[src/rtl/scale_down_param.sv]
// scale_down_param
//   Frame downscaler. Loads one IMG_W x IMG_H frame through the ask
//   handshake, then emits the KxK box average of every block in raster
//   order (K=2 when mode=0, K=4 when mode=1; mode is captured on the
//   first LOAD cycle of each frame).
//
//   Optional build macro: SCALE_DOWN_TRUNC_EN
//     defined   -> truncating average (sum >> log2(K*K))
//     undefined -> round-half-up average ((sum + K*K/2) >> log2(K*K))
//
// Ports
//   clk        rising-edge clock
//   reset      synchronous, active-high reset
//   in         pixel data, sampled every cycle ask=1
//   mode       0: K=2, 1: K=4
//   out        averaged pixel, valid with display, otherwise 0
//   display    one-cycle strobe per output pixel
//   ask        high while a frame is being loaded
//   frame_done one-cycle pulse with the last display of a frame
module scale_down_param #(
    parameter int DW    = 8,
    parameter int IMG_W = 16,
    parameter int IMG_H = 16
) (
    input  logic          clk,
    input  logic          reset,
    input  logic [DW-1:0] in,
    input  logic          mode,
    output logic [DW-1:0] out,
    output logic          display,
    output logic          ask,
    output logic          frame_done
);

    localparam int N  = IMG_W * IMG_H;
    localparam int CW = $clog2(IMG_W);
    localparam int RW = $clog2(IMG_H);
    localparam int AW = CW + RW;
    localparam int SW = DW + 4;

    typedef enum logic [1:0] {IDLE, LOAD, ACC, OUT} state_t;

    state_t          state, state_nx;
    logic [DW-1:0]   mem [N];
    logic [AW-1:0]   wr_addr;
    logic            mode_q;
    logic [3:0]      idx;
    logic [RW-1:0]   br;
    logic [CW-1:0]   bc;
    logic [SW-1:0]   acc;

    logic [3:0]      last_idx;
    logic [CW-1:0]   last_bc;
    logic [RW-1:0]   last_br;
    logic            block_last;
    logic [RW-1:0]   rd_row;
    logic [CW-1:0]   rd_col;
    logic [DW-1:0]   rd_data;
    logic [SW-1:0]   rounded;
    logic [DW-1:0]   avg;

    assign last_idx   = mode_q ? 4'd15 : 4'd3;
    assign last_bc    = mode_q ? CW'(IMG_W/4 - 1) : CW'(IMG_W/2 - 1);
    assign last_br    = mode_q ? RW'(IMG_H/4 - 1) : RW'(IMG_H/2 - 1);
    assign block_last = (bc == last_bc) && (br == last_br);

    // Row/column of the idx-th pixel inside block (br,bc); idx walks the
    // block row by row, so its upper half selects the row offset.
    always_comb begin
        if (mode_q) begin
            rd_row = (br << 2) | RW'(idx[3:2]);
            rd_col = (bc << 2) | CW'(idx[1:0]);
        end else begin
            rd_row = (br << 1) | RW'(idx[1]);
            rd_col = (bc << 1) | CW'(idx[0]);
        end
    end

    // Power-of-two width makes r*IMG_W + c a plain concatenation.
    assign rd_data = mem[{rd_row, rd_col}];

    always_comb begin
        state_nx = state;
        case (state)
            IDLE: state_nx = LOAD;
            LOAD: if (wr_addr == AW'(N - 1)) state_nx = ACC;
            ACC:  if (idx == last_idx) state_nx = OUT;
            OUT:  state_nx = block_last ? LOAD : ACC;
            default: state_nx = IDLE;
        endcase
    end

    always_ff @(posedge clk) begin
        if (reset) begin
            state   <= IDLE;
            wr_addr <= '0;
            mode_q  <= 1'b0;
            idx     <= '0;
            br      <= '0;
            bc      <= '0;
            acc     <= '0;
        end else begin
            state <= state_nx;
            case (state)
                LOAD: begin
                    if (wr_addr == '0) mode_q <= mode;
                    if (wr_addr == AW'(N - 1)) wr_addr <= '0;
                    else                       wr_addr <= wr_addr + 1'b1;
                end
                ACC: begin
                    // First pixel of a block overwrites the previous sum.
                    if (idx == '0) acc <= SW'(rd_data);
                    else           acc <= acc + SW'(rd_data);
                    if (idx == last_idx) idx <= '0;
                    else                 idx <= idx + 1'b1;
                end
                OUT: begin
                    if (bc == last_bc) begin
                        bc <= '0;
                        if (br == last_br) br <= '0;
                        else               br <= br + 1'b1;
                    end else begin
                        bc <= bc + 1'b1;
                    end
                end
                default: ;
            endcase
        end
    end

    // Frame storage is not reset; writes are suppressed while reset is high.
    always_ff @(posedge clk) begin
        if (!reset && state == LOAD) mem[wr_addr] <= in;
    end

    always_comb begin
`ifdef SCALE_DOWN_TRUNC_EN
        rounded = acc;
`else
        rounded = acc + (mode_q ? SW'(8) : SW'(2));
`endif
        avg = mode_q ? DW'(rounded >> 4) : DW'(rounded >> 2);
    end

    assign ask        = (state == LOAD);
    assign display    = (state == OUT);
    assign out        = display ? avg : '0;
    assign frame_done = display && block_last;

endmodule
[config.mk]
export PLATFORM = sky130hd
export DESIGN_NAME = scale_down_param
export DESIGN_NICKNAME = d
export VERILOG_FILES = /design/src/rtl/scale_down_param.sv
export SDC_FILE = /design/constraint.sdc
export NUM_CORES = 2
export LEC_CHECK = 0
export BUFFER_PORTS_ARGS = -buffer_cell sky130_fd_sc_hd__buf_4
export CAP_MARGIN = 20
export CORE_AREA = 8 8 400 402
export CTS_CLUSTER_SIZE = 30
export DETAILED_ROUTE_END_ITERATION = 7
export DIE_AREA = 0 0 408 410
export PLACE_DENSITY = 0.67
export SYNTH_ARGS = -nofsm -noshare
export SYNTH_HDL_FRONTEND = slang
export SYNTH_SLANG_ARGS = --single-unit
[constraint.sdc]
create_clock -name clk -period 6.9 [get_ports clk]
set_clock_uncertainty 0.2 [all_clocks]
set_input_delay 0.69 -clock clk [delete_from_list [all_inputs] [get_ports clk]]
set_output_delay 0.69 -clock clk [all_outputs]
set_load 0.1 [all_outputs]
==> impl_metrics.toml <==
[job]
max_cap_viol_count = 0

[synth]
synth_fa_ha_area_frac = 0.00293
synthMuxAreaShare = 0.124
synth_xor_xnor_area_share = 0.00293
synth_top_family_by_area = "multiplexers"
syn-num-nets = 4994
syn_area_um2 = 83700
synth_area_leaders = "edfxtp_1 (73%), mux2i_1 (6.2%), mux4_2 (6.1%), nand2_1 (3.0%), nor2_1 (1.5%)"
yosys.area.top_type = "edfxtp_1"
synth_warnings = 0
syn_inst = 4964
async_flop_share = 0
ys_seq_elements = 2083
synth_edf_count = 2048
yosysTopAreaCellShare = 0.735
synth-simple-area-share = 0.0693
synth_compound_area_frac = 0.0350
ys.flop_type = "edfxtp_1"
seq_area_frac_synth = 0.743
ys_types = 77
syn_area_per_cell_um2 = 16.9

[pwr]
p_leak_nw = 28.4
power_density_nw_per_um2 = 284
peakVddDrop_v = 0.000293
fin_total_pwr_w = 0.0263

[detailed_routing]
num_vias = 46700
first_iter_violations = 6945
route.detailed.drc = 0
detail-route-antenna-nets = 0
routed_wl_um = 225000
dr.pass1.iters = 8
routedWlPerCell_um = 31.0
via_per_inst = 6.44

[die]
die_x_um = 408
start_util = 0.546
fp.dieH_um = 410
coreArea_um2 = 153000
io_pins = 22
rows = 144
fp.dieArea_um2 = 167000

[cts]
root_buffer = "clkbuf_16"
cts_tree = "done"
cts.htree.levels = 4
cts_sinks = 2083
clock_path_buffers = 3
clk_pin_slew_worst_paths_ns = 0.06
cts_made_buffers = 202
clk_latency_ns = 0.84

[timing]
max_slew.worst_pin.slew_ns = 1.25
hold_violations = 0
post-route-period-util = 0.947
setup_tns_ns = 0
drv_slew = 0
maxSlewHeadroom = 0.165
grt_setup_unrepaired = "false"
setup_violations = 0
timing.final.crit_period_ns = 6.53
fmaxAchievable_mhz = 153

[min_path]
hold_depth = 2
hp-start = "reset"
hp-class = "input port to flop"

[worst_setup_path]
cp.arrival_ns = 7.04
path_max_fanout = 69
crit_start = "mode_q"
endpoint_kind = "flop"
required_ns = 7.41
ff2ff_path_depth = 18
startpoint_type = "flop"
crit_type = "flop to flop"
timing.rr.start = "mode_q"

[global_route]
grt_max_degree = 158
grt_pass1_vias = 45100
antenna_found_initial = 5
grt_overflow = 0
grt_pass1_wl_um = 322000
track_usage = 0.263

[final_layout]
area_delta_synth_final_pct = 10.8
drive_gt1_frac = 0.140
fin_cells = 7246
final_net_count = 5061
layout_common_cells = "edfxtp_1 (2048), nand2_1 (656), mux2i_1 (515), nor2_1 (332), mux4_2 (225)"
final_common_cell = "edfxtp_1"

[placed_design]
port_buffers = 21
dp.final_hpwl_um = 137000
gp_congestion = 0.915
placed_cells = 6868

[run_status]
outcome = "completed"
-- cell type report --
class                   count  area, um2
multi-input cells        2556      19800
inverters                  22       87.6
clock inverters           117       1020
repair buffers            166       1600
fillers                 11000      60600
well taps                2044       2560
flip-flops and latches   2083      62200
clock buffers             253       5380
diodes                      5       12.5
-- final timing paths --
| check | endpoint | slack, ns |
|---|---|---|
| hold reg to reg | acc[1] | 0.33 |
| setup reg to reg | acc[10] | 0.37 |
| setup / recovery | acc[10] | 0.37 |
| hold / removal | wr_addr[2] | 0.08 |
-- per-layer routing --
layer	GRT usage	routed length, um	vias up
met2	0.400	103000	2653
li1	-	-	19600
met3	0.0559	24100	441
met1	0.376	89300	24000
met5	0	0	-
met4	0.0993	8910	0
-- per-stage QoR --
stage / area [um2] / setup WS [ns] / utilization / hold WS, ns
3_5_place_dp: 86200 / 0.474 / 0.562 / 0.312
4_1_cts: 92600 / 0.415 / 0.604 / 0.0250
5_1_grt: 92700 / 0.0973 / 0.604 / 0.0606
2_1_floorplan: 83700 / 1.60 / - / 0.280
3_3_place_gp: 86200 / 0.0189 / 0.562 / 0.302
6_report: 92700 / 0.368 / 0.604 / 0.0799
-- worst max-delay path, cell delays in order, from the launching register on --
cell      delay (ns)
dfxtp_2         0.76
mux2_8          0.87
buf_4           0.40
nand2_1         0.08
a32o_1          0.26
nor4_1          0.57
nor3_1          0.11
a211oi_1        0.77
nor4b_1         0.24
fa_1            0.48
nor2b_1         0.13
o21ai_0         0.11
a21boi_0        0.26
o21ai_0         0.15
a21boi_0        0.24
o21ai_0         0.16
a211oi_1        0.30
xnor2_1         0.16
nor2_1          0.05
-- cells by family after synthesis --
group                    Yosys count
multiplexers                     752
buffers and inverters            325
XOR/XNOR                          28
AND/OR/NAND/NOR                 1363
adder cells (fa/ha/maj)           19
AO/OA/AOI/OAI                    394
flip-flops                      2083
-- flip-flops by register name, summed over array words and instances, names as in the netlist --
register	cells
mem	2048
acc	12
wr_addr	8
bc	4
br	4
idx	4
state	2
mode_q	1
-- Yosys cell counts, drive strengths merged (16+ instances only) --
cell,count
dfxtp,35
inv,21
a21oi,43
a31oi,29
mux4,225
o21ai,50
edfxtp,2048
clkbuf,108
a311oi,37
nand4,29
a22oi,23
mux2i,518
nand3,211
a32oi,70
a211oi,16
a32o,18
nor3,26
ha,18
buf,195
xnor2,21
and3,30
nor2,334
o22ai,33
nand2,659
-- where the power goes --
group          internal (W)  switching (W)  leakage [nW]
registers            0.0139      0.0000289          18.7
clock network       0.00605        0.00470          3.13
logic              0.000541        0.00109          6.56
total                0.0205        0.00582          28.4
-- what timing repair did --
action                                  4_1_cts  5_1_grt
hold endpoints to repair                      1        0
setup buffers                                 0        0
endpoints found under the setup margin        0        2
gates resized for setup                       0        2
hold buffers                                  1        0
Power figures use the tool's default switching activity.
